$ cat config.mk
export PLATFORM = sky130hd
export DESIGN_NAME = div_sched
export DESIGN_NICKNAME = d
export VERILOG_FILES = /design/src/rtl/div_sched.sv
export SDC_FILE = /design/constraint.sdc
export NUM_CORES = 1
export LEC_CHECK = 0
export CORE_AREA = 2 2 246 248
export DETAILED_ROUTE_END_ITERATION = 10
export DIE_AREA = 0 0 248 250
export SETUP_SLACK_MARGIN = 0.3
export SKIP_LAST_GASP = 1
export SYNTH_ARGS = -nofsm -noshare
export SYNTH_HDL_FRONTEND = slang
export SYNTH_SLANG_ARGS = --single-unit
$ cat constraint.sdc
create_clock -name clk -period 4.5 [get_ports clk]
set_input_delay 0.9 -clock clk [delete_from_list [all_inputs] [get_ports clk]]
set_output_delay 0.9 -clock clk [all_outputs]
set_load 0.01 [all_outputs]
$ cat src/rtl/div_sched.sv
// Round-robin scheduler sharing one fixed-latency external divider among NREQ
// requesters, with a credit-limited result FIFO and divide-by-zero/overflow flags.
module div_sched #(
  parameter int K      = 32,
  parameter int NREQ   = 4,
  parameter int LAT    = 2,
  parameter int FDEPTH = 4
) (
  input  logic                    clk,
  input  logic                    rst,
  input  logic [NREQ-1:0]         req_valid,
  output logic [NREQ-1:0]         req_ready,
  input  logic [NREQ*(K+32)-1:0]  req_x,
  input  logic [NREQ*K-1:0]       req_d,
  output logic [K+31:0]           div_x,
  output logic [K-1:0]            div_d,
  input  logic [K-1:0]            div_q,
  input  logic [K-1:0]            div_r,
  output logic                    rsp_valid,
  input  logic                    rsp_ready,
  output logic [$clog2(NREQ)-1:0] rsp_id,
  output logic [K-1:0]            rsp_q,
  output logic [K-1:0]            rsp_r,
  output logic                    rsp_dz,
  output logic                    rsp_ovf
);

  localparam int IDW = $clog2(NREQ);
  localparam int PW  = $clog2(FDEPTH);
  localparam int CW  = $clog2(FDEPTH + 1) + 1;
  localparam int EW  = IDW + 2*K + 2;
  localparam logic [CW-1:0] DEPTH_C = CW'(FDEPTH);

  logic [IDW-1:0] r_last;
  logic [CW-1:0]  r_inflight;
  logic [CW-1:0]  r_count;
  logic [LAT-1:0] r_tv;
  logic [LAT-1:0] r_tdz;
  logic [LAT-1:0] r_tovf;
  logic [IDW-1:0] r_tid [LAT];
  logic [K-1:0]   r_txl [LAT];
  logic [EW-1:0]  r_mem [FDEPTH];
  logic [PW-1:0]  r_wptr;
  logic [PW-1:0]  r_rptr;

  logic           w_hi_found;
  logic           w_lo_found;
  logic [IDW-1:0] w_hi_idx;
  logic [IDW-1:0] w_lo_idx;
  logic           w_found;
  logic [IDW-1:0] w_win;
  logic [CW-1:0]  w_credits;
  logic           w_issue;
  logic           w_dz;
  logic           w_ovf;
  logic           w_retire;
  logic           w_pop;
  logic [K-1:0]   w_rq;
  logic [K-1:0]   w_rr;
  logic [EW-1:0]  w_entry;
  logic [EW-1:0]  w_head;

  // Round robin: first requester above last_grant wins, else first at/below it.
  always_comb begin
    w_hi_found = 1'b0;
    w_lo_found = 1'b0;
    w_hi_idx   = '0;
    w_lo_idx   = '0;
    for (int unsigned i = 0; i < NREQ; i++) begin
      if (req_valid[i]) begin
        if (IDW'(i) > r_last) begin
          if (!w_hi_found) begin
            w_hi_found = 1'b1;
            w_hi_idx   = IDW'(i);
          end
        end else if (!w_lo_found) begin
          w_lo_found = 1'b1;
          w_lo_idx   = IDW'(i);
        end
      end
    end
  end

  assign w_found   = w_hi_found | w_lo_found;
  assign w_win     = w_hi_found ? w_hi_idx : w_lo_idx;
  assign w_credits = r_count + r_inflight;
  assign w_issue   = !rst && w_found && (w_credits < DEPTH_C);

  always_comb begin
    req_ready = '0;
    div_x     = '0;
    div_d     = '0;
    for (int unsigned i = 0; i < NREQ; i++) begin
      if (w_issue && (w_win == IDW'(i))) begin
        req_ready[i] = 1'b1;
        div_x        = req_x[i*(K+32) +: (K+32)];
        div_d        = req_d[i*K +: K];
      end
    end
  end

  assign w_dz  = (div_d == '0);
  assign w_ovf = !w_dz && (div_x[K+31:32] >= div_d);

  assign w_retire = r_tv[LAT-1];
  assign w_pop    = rsp_valid && rsp_ready;

  always_comb begin
    w_rq = div_q;
    w_rr = div_r;
    if (r_tdz[LAT-1]) begin
      w_rq = '1;
      w_rr = r_txl[LAT-1];
    end
  end

  assign w_entry = {r_tid[LAT-1], w_rq, w_rr, r_tdz[LAT-1], r_tovf[LAT-1]};

  // Tag pipeline mirrors the divider latency; the low dividend bits ride along for the dz remainder.
  always_ff @(posedge clk or posedge rst) begin
    if (rst) begin
      r_tv   <= '0;
      r_tdz  <= '0;
      r_tovf <= '0;
      for (int unsigned s = 0; s < LAT; s++) begin
        r_tid[s] <= '0;
        r_txl[s] <= '0;
      end
    end else begin
      r_tv[0]   <= w_issue;
      r_tdz[0]  <= w_dz;
      r_tovf[0] <= w_ovf;
      r_tid[0]  <= w_win;
      r_txl[0]  <= div_x[K-1:0];
      for (int unsigned s = 1; s < LAT; s++) begin
        r_tv[s]   <= r_tv[s-1];
        r_tdz[s]  <= r_tdz[s-1];
        r_tovf[s] <= r_tovf[s-1];
        r_tid[s]  <= r_tid[s-1];
        r_txl[s]  <= r_txl[s-1];
      end
    end
  end

  always_ff @(posedge clk or posedge rst) begin
    if (rst) begin
      r_last     <= IDW'(NREQ - 1);
      r_inflight <= '0;
      r_count    <= '0;
      r_wptr     <= '0;
      r_rptr     <= '0;
    end else begin
      if (w_issue) begin
        r_last <= w_win;
      end
      case ({w_issue, w_retire})
        2'b10:   r_inflight <= r_inflight + CW'(1);
        2'b01:   r_inflight <= r_inflight - CW'(1);
        default: r_inflight <= r_inflight;
      endcase
      case ({w_retire, w_pop})
        2'b10:   r_count <= r_count + CW'(1);
        2'b01:   r_count <= r_count - CW'(1);
        default: r_count <= r_count;
      endcase
      if (w_retire) begin
        r_wptr <= r_wptr + PW'(1);
      end
      if (w_pop) begin
        r_rptr <= r_rptr + PW'(1);
      end
    end
  end

  // Storage needs no reset: the count alone decides what is visible.
  always_ff @(posedge clk) begin
    if (w_retire) begin
      r_mem[r_wptr] <= w_entry;
    end
  end

  assign w_head    = r_mem[r_rptr];
  assign rsp_valid = (r_count != '0);

  always_comb begin
    rsp_id  = '0;
    rsp_q   = '0;
    rsp_r   = '0;
    rsp_dz  = 1'b0;
    rsp_ovf = 1'b0;
    if (rsp_valid) begin
      {rsp_id, rsp_q, rsp_r, rsp_dz, rsp_ovf} = w_head;
    end
  end

endmodule

Word level (Yosys, flattened, before mapping) --
Memory sizes are Yosys's and may differ from the RTL's. Cells that the tools add are included.
Operators by class: add/sub/neg operators 7, muxes and demuxes 58, bitwise operators 1, reduce and logical (&&, ||, !) cells 15, magnitude comparators 6, eq/ne operators 7
Operator list (count):
- 32-bit two-way mux | 8
- 64-bit two-way mux | 4
- 32-bit greater-or-equal comparator | 1
- 32-bit zero test | 1
- 1-bit two-way mux | 30
- 2-bit two-way mux | 14
- 4-bit case mux with 2 select lines | 2
- 4-bit by 1-bit adder with 4-bit output, second input constant | 2
- 2-bit equality test, second input constant | 4
- 1-bit logical AND | 8
- 4-bit by 1-bit subtractor with 4-bit output, second input constant | 2
- 2-bit by 1-bit equality test with 1-bit output, second input constant | 3
- 2-bit by 1-bit adder with 2-bit output, second input constant | 2
- 4-bit adder | 1
- 1-bit by 2-bit > comparator with 1-bit output, first input constant | 2
- 2-bit > comparator, first input constant | 2
- 4-bit by 3-bit less-than comparator with 1-bit output, second input constant | 1
- 2-bit nonzero test | 2
- 4-bit nonzero test | 1
- 1-bit zero test | 2
- 2-bit zero test | 1
- 1-bit OR | 1
Storage, ports and cells: register bits after elaboration 88, word-level logic and storage cells 107, bits in writable memories 272, memories kept 1, output and inout port bits 169
Memory list:
- r_mem | words 4, bits a word 68, read ports 1, clocked after Yosys merged registers in 0, write ports 1, RTL line 42 | logic [EW-1:0] r_mem [FDEPTH];

Longest topological paths before layout --
Gate-level depths: netlist of run 1.
word-level depth 22, gate-level depth with buffers 20

Worst setup path after synthesis of run 1 --
OpenSTA, ideal clock, no wires.
path type input to register, from in req_valid[0], to reg r_tovf[0], path buffers 5, slack 0.092 ns, cell stages on the path 19, data required time 4.361 ns, data arrival time 4.269 ns, setup time 0.139 ns, path through or2_0 a311o_1 buf_6 inv_12 buf_6 buf_4 buf_2 buf_2 nand2_1 a311oi_1 ha_1 a21o_1 a21o_1 a21o_1 a21o_1 a21oi_1 nor2b_1 o21ai_0 a41oi_2
On the way: elaborated cells between the ends (all ways) 56, classes of those cells order compare (1); eq/ne (3); mux (41); bitwise (1); reduce/logical (10)
RTL lines:
- from (decl) | RTL line 11 | input logic [NREQ-1:0] req_valid,
- 1-bit two-way mux | RTL line 70 | if (req_valid[i]) begin
- 1-bit two-way mux (on tied branches) | RTL line 76, 72
- 1-bit two-way mux | RTL line 71 | if (IDW'(i) > r_last) begin
- 1-bit two-way mux | RTL line 70
- 2-bit two-way mux (on tied branches) | RTL line 76, 72
- 2-bit two-way mux | RTL line 71
- 2-bit two-way mux | RTL line 70
- 2-bit two-way mux (on tied branches) | RTL line 76, 72
- [... 3 more ...]
- 2-bit zero test | RTL line 94 | if (w_issue && (w_win == IDW'(i))) begin
- 1-bit logical AND | RTL line 94
- 64-bit two-way mux (3 in a row) | RTL line 94
- 64-bit two-way mux (*) | RTL line 94
- net div_x[57] | RTL line 15 | output logic [K+31:0] div_x,
- 32-bit greater-or-equal comparator (*) | RTL line 103 | assign w_ovf = !w_dz && (div_x[K+31:32] >= div_d);
- 1-bit logical AND (*) | RTL line 103
- net w_ovf | RTL line 55 | logic w_ovf;
- to (signal assigned) | RTL line 132 | r_tovf[0] <= w_ovf;
- to (signal, indexed assignment) | RTL line 138 | r_tovf[s] <= r_tovf[s-1];
- to (decl) | RTL line 39 | logic [LAT-1:0] r_tovf;
The timed path passes the listed nets; every way through them passes the cells marked *. A chain may end at the register's enable or synchronous reset.

Final worst setup path of run 1 --
from in req_valid[0], to out div_d[29]
On the way: longest elaborated chain between the ends 17, elaborated cells between the ends (all ways) 48, classes of those cells eq/ne (3); mux (37); bitwise (1); reduce/logical (7)
RTL lines:
- 1-bit two-way mux | RTL line 70
- 1-bit two-way mux (on tied branches) | RTL line 76, 72
- 1-bit two-way mux | RTL line 71
- 1-bit two-way mux | RTL line 70
- 2-bit two-way mux (on tied branches) | RTL line 76, 72
- 2-bit two-way mux | RTL line 71
- 2-bit two-way mux | RTL line 70
- 2-bit two-way mux (on tied branches) | RTL line 76, 72
- 2-bit two-way mux | RTL line 71
- 2-bit two-way mux | RTL line 70
- 2-bit two-way mux | RTL line 85 | assign w_win = w_hi_found ? w_hi_idx : w_lo_idx;
- 2-bit zero test | RTL line 94
- 1-bit logical AND | RTL line 94
- 32-bit two-way mux (3 in a row) | RTL line 94
- 32-bit two-way mux (*) | RTL line 94
- to (decl) | RTL line 16 | output logic [K-1:0] div_d,
Every way passes the cells marked *; elsewhere a longest branch is shown, timed or not.

==> results of run 1 <==
[state kept, by name, summed over array words and instances, names as in the netlist]
| signal | flops |
|---|---|
| r_inflight | 4 |
| r_tovf | 2 |
| r_txl | 64 |
| r_tid | 4 |
| r_tv | 2 |
| r_last | 2 |
| r_count | 4 |
| r_rptr | 2 |
| r_wptr | 2 |
| r_tdz | 2 |
| r_mem | 272 |
[layout make-up]
| type | count | share of cell area |
|---|---|---|
| diodes | 12 | 0.001040 |
| clock buffers | 55 | 0.04105 |
| clock inverters | 17 | 0.006373 |
| inverters | 45 | 0.006589 |
| multi-input cells | 904 | 0.2564 |
| flip-flops and latches | 360 | 0.3597 |
| well taps | 782 | 0.03390 |
| repair buffers | 874 | 0.2935 |
| repair inverters | 3 | 0.001344 |
[critical path: cells and delay by family]
family	cells	cell delay [ns]
simple gates	4	0.49
buf+inv	7	1.43
compound gates	1	0.41
[worst paths after layout]
path / startpoint / end / slack, ns / depth (start not counted)
max: req_valid[0] / div_d[29] / 0.35 / 12
min: r_txl[53]$_DFF_PP0_ / r_txl[21]$_DFF_PP0_ / 0.34 / 0
max reg2reg: r_count[1]$_DFFE_PP0P_ / r_tovf[0]$_DFF_PP0_ / 0.57 / 19
min reg2reg: r_txl[53]$_DFF_PP0_ / r_txl[21]$_DFF_PP0_ / 0.34 / 0
max in group asynchronous: rst / r_txl[54]$_DFF_PP0_ / 2.64 / 3
min in group asynchronous: rst / r_tv[1]$_DFF_PP0_ / 0.97 / 2
[placed cells by master (no fill, tap or decap), types with 41 or more instances in the layout]
cell,Yosys,layout
clkbuf_16,0,44
dfrtp_1,86,82
nand2_1,318,313
dlygate4sd2_1,0,66
a311oi_2,1,46
mux4_2,68,68
buf_4,4,218
ha_1,44,44
and3_1,65,65
inv_1,42,41
mux2i_1,69,53
edfxtp_1,272,272
and2_1,75,71
clkdlybuf4s50_1,0,523
[cell families (layout without fill, tap and decap cells)]
family | Yosys count | after routing | share of synthesized area
compound gates | 124 | 124 | 0.05511
xor+xnor | 12 | 12 | 0.005874
fa+ha+maj | 46 | 46 | 0.03301
buf+inv | 142 | 994 | 0.03525
flops | 360 | 360 | 0.5797
mux | 169 | 169 | 0.1443
other cells | 0 | 12 | 0
simple gates | 553 | 553 | 0.1467
[power by group]
group | total [mW] | switching (mW) | internal [mW]
Clock | 3.32 | 1.34 | 1.98
Combinational | 10.0 | 4.92 | 5.08
Sequential | 4.77 | 0.384 | 4.39
Total | 18.1 | 6.64 | 11.4
[repair_timing]
item / CTS / global route
setup endpoints to repair: 99 / 41
pin swaps: 19 / 9
setup buffers: 32 / 12
cloned: 7 / 1
gates resized for setup: 193 / 58
[per-stage QoR]
stage | std cells | setup TNS (ns) | hold slack [ns] | utilization
floorplan | 1406 | 0 | 0.3312 | -
global placement | 2916 | -9.404 | 0.3332 | 0.4448
detailed placement | 2916 | -13.12 | 0.3355 | 0.4448
CTS | 3027 | 0 | 0.3467 | 0.4810
global route | 3049 | 0 | 0.3528 | 0.4844
finish | 3052 | 0 | 0.3381 | 0.4845
[per-layer routing]
layer | GRT usage | vias up | wire length, microns
met4 | 0.1098 | 20 | 3261
met3 | 0.06151 | 156 | 5697
met2 | 0.4155 | 625 | 38760
li1 | - | 6835 | -
met5 | 0 | - | 141
met1 | 0.2747 | 7500 | 28260
==> flow_summary.ini, run 1 <==
[placed_design]
pre_cts_slack_ns = -0.4578
post-dp-hpwl_mm = 56.96
portBuffers = 623
gp_congestion = 0.9469
dpl-instance-area_sq_um = 26500

[logic_synthesis]
ys_seq_area_frac = 0.5797
synth_top_area_share = 0.4565
yosysTopAreaCell = edfxtp_1
synth-edff-count = 272
syn-num-nets = 1907
synth_warnings = 0
synth_area_leaders = edfxtp_1 46%, dfrtp_1 12%, mux4_2 8.6%
yosys.cell_types.count = 59
synth-main-ff-cell = edfxtp_1
yosysMostFrequentCell = nand2_1
syn_area_sq_um = 17890
syn_area_per_cell_sq_um = 12.73
async_flop_share = 0.2444
syn_inst = 1406
ys_ff_latch = 360
synth_common_cells = 318 x nand2_1, 272 x edfxtp_1, 86 x dfrtp_1

[clocking]
hold_buffers = 0
path_clk_slew_ns = 0.06
numCtsBuffers = 39
cts_root_buf = clkbuf_16
clock_path_buffers = 3
htree_levels = 2
insertion_delay_ns = 0.55
cts_tree = built
clock_sinks = 360

[floorplanning]
core_area_sq_um = 59570
num_rows = 90
io_pins = 624
fp.dieW_microns = 248
initial_core_util = 0.3004
dieArea_sq_um = 62000
die_y_microns = 250

[route]
vias = 15140
wl_per_cell_microns = 24.94
routed_wl_mm = 76.13
drt_iter0_markers = 937
via_per_inst = 4.959
drc = 0
antenna_left = 0
dr.pass1.iters = 7

[grt]
grt_pass1_wl_mm = 106.8
overflow = 0
antenna_found_initial = 23
grt_max_degree = 70
grt_usage = 0.2396
grt_pass1_vias = 15870

[power_and_ir_drop]
power.leakage_nw = 11.91
powerDensity_nw_per_um2 = 626.9
total_power_mw = 18.09
peakVddDrop_mv = 0.3930

[timing]
final.setup.worst_slack_ns = 0.3537
min_period_ns = 4.146
clock_skew_ns = 0.01460
finalHoldViolations = 0
slew-limit-headroom = 0.3143
finalMaxSlewViolations = 0
setup_viol = 0
grt_setup_unrepaired = yes
fin_crit_sh = 0.9214
worst_pin_slew_ns = 1.029
fmax_mhz = 241.2

[flow_run]
cap_violations = 0

[setup_path]
startpoint_type = input pin
worstSetupPathType = in -> out
crit_required_ns = 3.60
endpoint_kind = output pin
max_stage_delay_ns = 0.57
slowest_stage = clkdlybuf4s50_1
crit_fanout = 8
crit_arrival_ns = 3.25
crit_chain = dlygate4sd2_1 -> or2_0 -> a311o_2 -> buf_12 -> buf_6 -> inv_12 -> buf_4 -> nand2_1 -> nand3_1 -> nand3_2 -> inv_1 -> clkdlybuf4s50_1

[min_path]
hold_path.class = reg -> reg

[layout]
multiInputGateArea_sq_um = 7401
final_area_sq_um = 28860
final_nets = 2728
layout-drive-gt1-share = 0.2591
fill_cells = 5326
syn2layout_area_growth_pct = 61.31
seq_area_sq_um = 10380

[run_status]
status = finished, final reports clean
Power figures use the tool's default switching activity.
==> inputs of run 2 (changes only) <==
- CTS_CLUSTER_SIZE: unset -> 25
- TNS_END_PERCENT: unset -> 5
==> flow_summary.ini, run 2 (synthesized netlist as in run 1, its figures left out) <==
[floorplanning]
io_pins = 624
core_area_sq_um = 59570
dieArea_sq_um = 62000
initial_core_util = 0.3004
die_y_microns = 250
fp.dieW_microns = 248
num_rows = 90

[route]
drt_iter0_markers = 1032
wl_per_cell_microns = 24.88
drc = 0
dr.pass1.iters = 5
vias = 15030
via_per_inst = 4.968
routed_wl_mm = 75.28
antenna_left = 0

[setup_path]
crit_chain = clkdlybuf4s50_1 -> or2_0 -> a311o_2 -> buf_12 -> inv_8 -> buf_6 -> nand2_1 -> and3_1 -> a311oi_2 -> buf_4 -> clkdlybuf4s50_1
slowest_stage = clkdlybuf4s50_1
startpoint_type = input pin
worstSetupPathType = in -> out
crit_fanout = 10
endpoint_kind = output pin
crit_required_ns = 3.60
crit_arrival_ns = 3.61
max_stage_delay_ns = 0.53
critPathMostFrequentCell = clkdlybuf4s50_1

[placed_design]
post-dp-hpwl_mm = 56.96
dpl-instance-area_sq_um = 26500
gp_congestion = 0.9469
portBuffers = 623
pre_cts_slack_ns = -0.4578

[grt]
antenna_found_initial = 18
grt_usage = 0.2377
grt_max_degree = 70
overflow = 0
grt_pass1_wl_mm = 106.5
grt_pass1_vias = 15820

[timing]
grt_setup_unrepaired = yes
fmax_mhz = 221.7
fin_crit_sh = 1.002
setup_viol = 1
finalHoldViolations = 0
clock_skew_ns = 0.01597
final.setup.worst_slack_ns = -0.01048
min_period_ns = 4.510
finalMaxSlewViolations = 0
slew-limit-headroom = 0.3134
worst_pin_slew_ns = 1.030

[run_status]
status = finished with violations
violations = negative setup slack

[clocking]
cts_root_buf = clkbuf_16
clock_path_buffers = 3
numCtsBuffers = 39
clock_sinks = 360
cts_tree = built
hold_buffers = 0
path_clk_slew_ns = 0.06
htree_levels = 2
insertion_delay_ns = 0.55

[layout]
final_area_sq_um = 28550
layout-drive-gt1-share = 0.2351
largest_reg_flops = 272
syn2layout_area_growth_pct = 59.55
fill_cells = 5335
mostFrequentLayoutCells = 544 x clkdlybuf4s50_1, 315 x nand2_1, 272 x edfxtp_1, 203 x buf_4, 83 x dfrtp_1
regMostFlops = r_mem
final_common_cell = clkdlybuf4s50_1
final_nets = 2707
top_regs = r_mem (272), r_txl (64)

[min_path]
hold_path.class = reg -> reg

[power_and_ir_drop]
power.leakage_nw = 11.74
peakVddDrop_mv = 0.3938
powerDensity_nw_per_um2 = 623.5

[flow_run]
cap_violations = 0
-- run 2: cell types whose count changed in the layout (fill, tap and decap cells not counted), moves of 3 or more --
cell             before  now
nand3_1              14   17
a311oi_2             46   37
nand3_2               5    2
buf_4               218  203
clkbuf_2             17    1
a311oi_1             16   26
diode_2              12    7
clkdlybuf4s50_1     523  544
-- run 2: repair_timing --
item,CTS,global route
setup buffers,25,1
setup endpoints to repair,99,100
pin swaps,15,3
gates cloned,5,0
gates resized for setup,141,15
-- run 2: metal layers --
layer  track usage  part of all wire  up-vias
li1              -                 -     6791
met3       0.04915             0.063      126
met1        0.2802              0.39     7504
met5             0            0.0015        -
met2        0.4304              0.52      595
met4       0.06997             0.030       16
-- run 2: layout make-up --
class / count / area, sq um / share of cell area
flip-flops and latches: 360 / 10380 / 0.3636
repair buffers: 853 / 8300 / 0.2908
multi-input cells: 904 / 7279 / 0.2550
clock buffers: 55 / 1185 / 0.04151
well taps: 782 / 978.4 / 0.03427
inverters: 45 / 185.2 / 0.006487
clock inverters: 17 / 183.9 / 0.006443
repair inverters: 3 / 36.28 / 0.001271
diodes: 7 / 17.52 / 0.0006136
-- run 2: path summary, 6_finish.rpt --
kind / start / end / slack, ns / cells after the start
setup / recovery: req_valid[0] / div_x[7] / -0.01 / 11
hold / removal: r_txl[53]$_DFF_PP0_ / r_txl[21]$_DFF_PP0_ / 0.34 / 0
setup reg to reg: r_count[1]$_DFFE_PP0P_ / r_tovf[0]$_DFF_PP0_ / 0.59 / 19
hold reg to reg: r_txl[53]$_DFF_PP0_ / r_txl[21]$_DFF_PP0_ / 0.34 / 0
max in group asynchronous: rst / r_txl[54]$_DFF_PP0_ / 2.64 / 3
min in group asynchronous: rst / r_tv[1]$_DFF_PP0_ / 0.97 / 2
-- run 2: critical path, delay by kind of cell --
kind	cells	cell delay [ns]
AOI/OAI and AO/OA	2	0.67
buffers and inverters	6	1.54
and+or+nand+nor	3	0.47
-- run 2: report_power, final --
part | switching (mW) | internal (mW) | leakage (nW)
clock | 1.34 | 1.98 | 0.676
sequential | 0.386 | 4.39 | 3.62
combinational | 4.81 | 4.90 | 7.44
total | 6.53 | 11.3 | 11.7
-- run 2: per-stage QoR --
stage               utilization  instances  power [mW]  hold WS [ns]  setup TNS [ns]
floorplan                     -       1406       9.221        0.3312               0
global placement         0.4448       2916       14.06        0.3332          -9.404
detailed placement       0.4448       2916       14.13        0.3355          -13.12
CTS                      0.4779       3018       17.96        0.3467               0
global route             0.4791       3023       18.74        0.3532         -0.7257
finish                   0.4792       3026       17.80        0.3365        -0.01048
==> RTL change: new RTL, settings of run 1 <==
Reset style: synchronous (`rst`), changed in 2 clocked blocks.
--- a/src/rtl/div_sched.sv
+++ b/src/rtl/div_sched.sv
@@ -117,7 +117,7 @@
   assign w_entry = {r_tid[LAT-1], w_rq, w_rr, r_tdz[LAT-1], r_tovf[LAT-1]};
 
   // Tag pipeline mirrors the divider latency; the low dividend bits ride along for the dz remainder.
-  always_ff @(posedge clk or posedge rst) begin
+  always_ff @(posedge clk) begin
     if (rst) begin
       r_tv   <= '0;
       r_tdz  <= '0;
@@ -142,7 +142,7 @@
     end
   end
 
-  always_ff @(posedge clk or posedge rst) begin
+  always_ff @(posedge clk) begin
     if (rst) begin
       r_last     <= IDW'(NREQ - 1);
       r_inflight <= '0;
Behaviour: differs if rst is asserted again (counterexample within 4 cycles, from zero or initial values and one cycle with rst high); with rst held inactive, the same outputs for 4 cycles.
==> RTL change against run 1 <==
  * Final area grew 0.36%
  * Routed wire length up 16%
  * Clock skew increased by 0.0079 ns
  * Clock power decreased by 9.6%
  * Worst setup slack worse by 0.10 ns
  * Cell count is 3.8% higher
  * Power up 3.0%
  * Combinational power is 12% higher
  * Sequential cell count up 2
  * Synthesized area is 1.2% higher
  * Highest routed layer unchanged
==> RTL change: results (changes against run 1) <==
[grt]
met1_usage = 0.322  ; +0.0478
grtUsageTotal = 0.279  ; +0.0391
grt_pass1_wl_um = 122000  ; +14%
antenna_found_initial = 38  ; +65%
grt_pass1_vias = 16975  ; +7.0%
met3_usage = 0.0590  ; -0.00247

[cells_and_area]
stdcell_count = 3169  ; +3.8%
nNetsFinal = 2836  ; +4.0%
drive_gt1_frac = 0.253  ; -0.00559

[drt]
dr_total_vias = 16196  ; +7.0%
wl_met2_um = 44300  ; +14%
dr_wl_met3_um = 5850  ; +2.6%
first_pass_iters = 6  ; -1

[place]
gp_congestion = 0.950  ; +0.27%
placed_cell_area_um2 = 26800  ; +1.2%
dpl.hpwl_um = 68900  ; +21%
dp.cells = 3030  ; +3.9%

[run_status]
status = completed

[timing]
whs_ns = 0.433  ; +0.0951 ns
tightest_slew_ns = 0.969  ; -0.0596 ns
finClkSkew_ns = 0.0225  ; +0.00787 ns

[setup_path]
reg2reg_depth = 18  ; -1
r2r_end = r_tovf[0]
critical_path.max_stage_delay_ns = 0.53  ; -0.04 ns

[yosys]
synth_area_leaders = edfxtp_1, dfxtp_1, mux4_2, nand2_1, a311oi_1
synth_commonest_cells = nand2_1, edfxtp_1, dfxtp_1, and3_1, and2_1
syn-num-nets = 2024  ; +6.1%
ys_types = 54  ; -8.5%
async_flop_share = 0  ; -0.244
synth-xor-area-share = 0.00484  ; -0.00104
ys_seq_area_frac = 0.551  ; -0.0291
synthAdderAreaFrac = 0.0326  ; -0.000390

[hold_path]
min_to = r_tid[0][3]

[power_and_ir_drop]
p_leak_nw = 11.3  ; -5.0%

[RTL change: worst reg2reg max path: cells and delay by family, from the launching register on]
kind / cells / cell delay (ns)
AO/OA/AOI/OAI: 10 / 1.97
adder cells (fa/ha/maj): 2 / 0.60
AND/OR/NAND/NOR: 3 / 0.38
buffers and inverters: 2 / 0.37
flip-flops: 1 / 0.36
multiplexers: 1 / 0.16
[RTL change: where the power goes]
part	total [mW]	switching, mW	internal [mW]	leakage (nW)
Sequential	4.39	0.273	4.12	3.21
Combinational	11.2	5.53	5.71	7.53
Clock	3.00	1.25	1.75	0.578
Total	18.6	7.05	11.6	11.3
[RTL change: layout make-up]
cell class / instances / area (µm²) / share of cell area
Sequential cell: 362 / 9990 / 0.345
Timing Repair Buffer: 889 / 8750 / 0.302
Multi-Input combinational cell: 1002 / 7840 / 0.271
Clock buffer: 52 / 1040 / 0.0361
Tap cell: 782 / 978 / 0.0338
Inverter: 43 / 166 / 0.00575
Clock inverter: 15 / 143 / 0.00492
Antenna cell: 24 / 60.1 / 0.00207
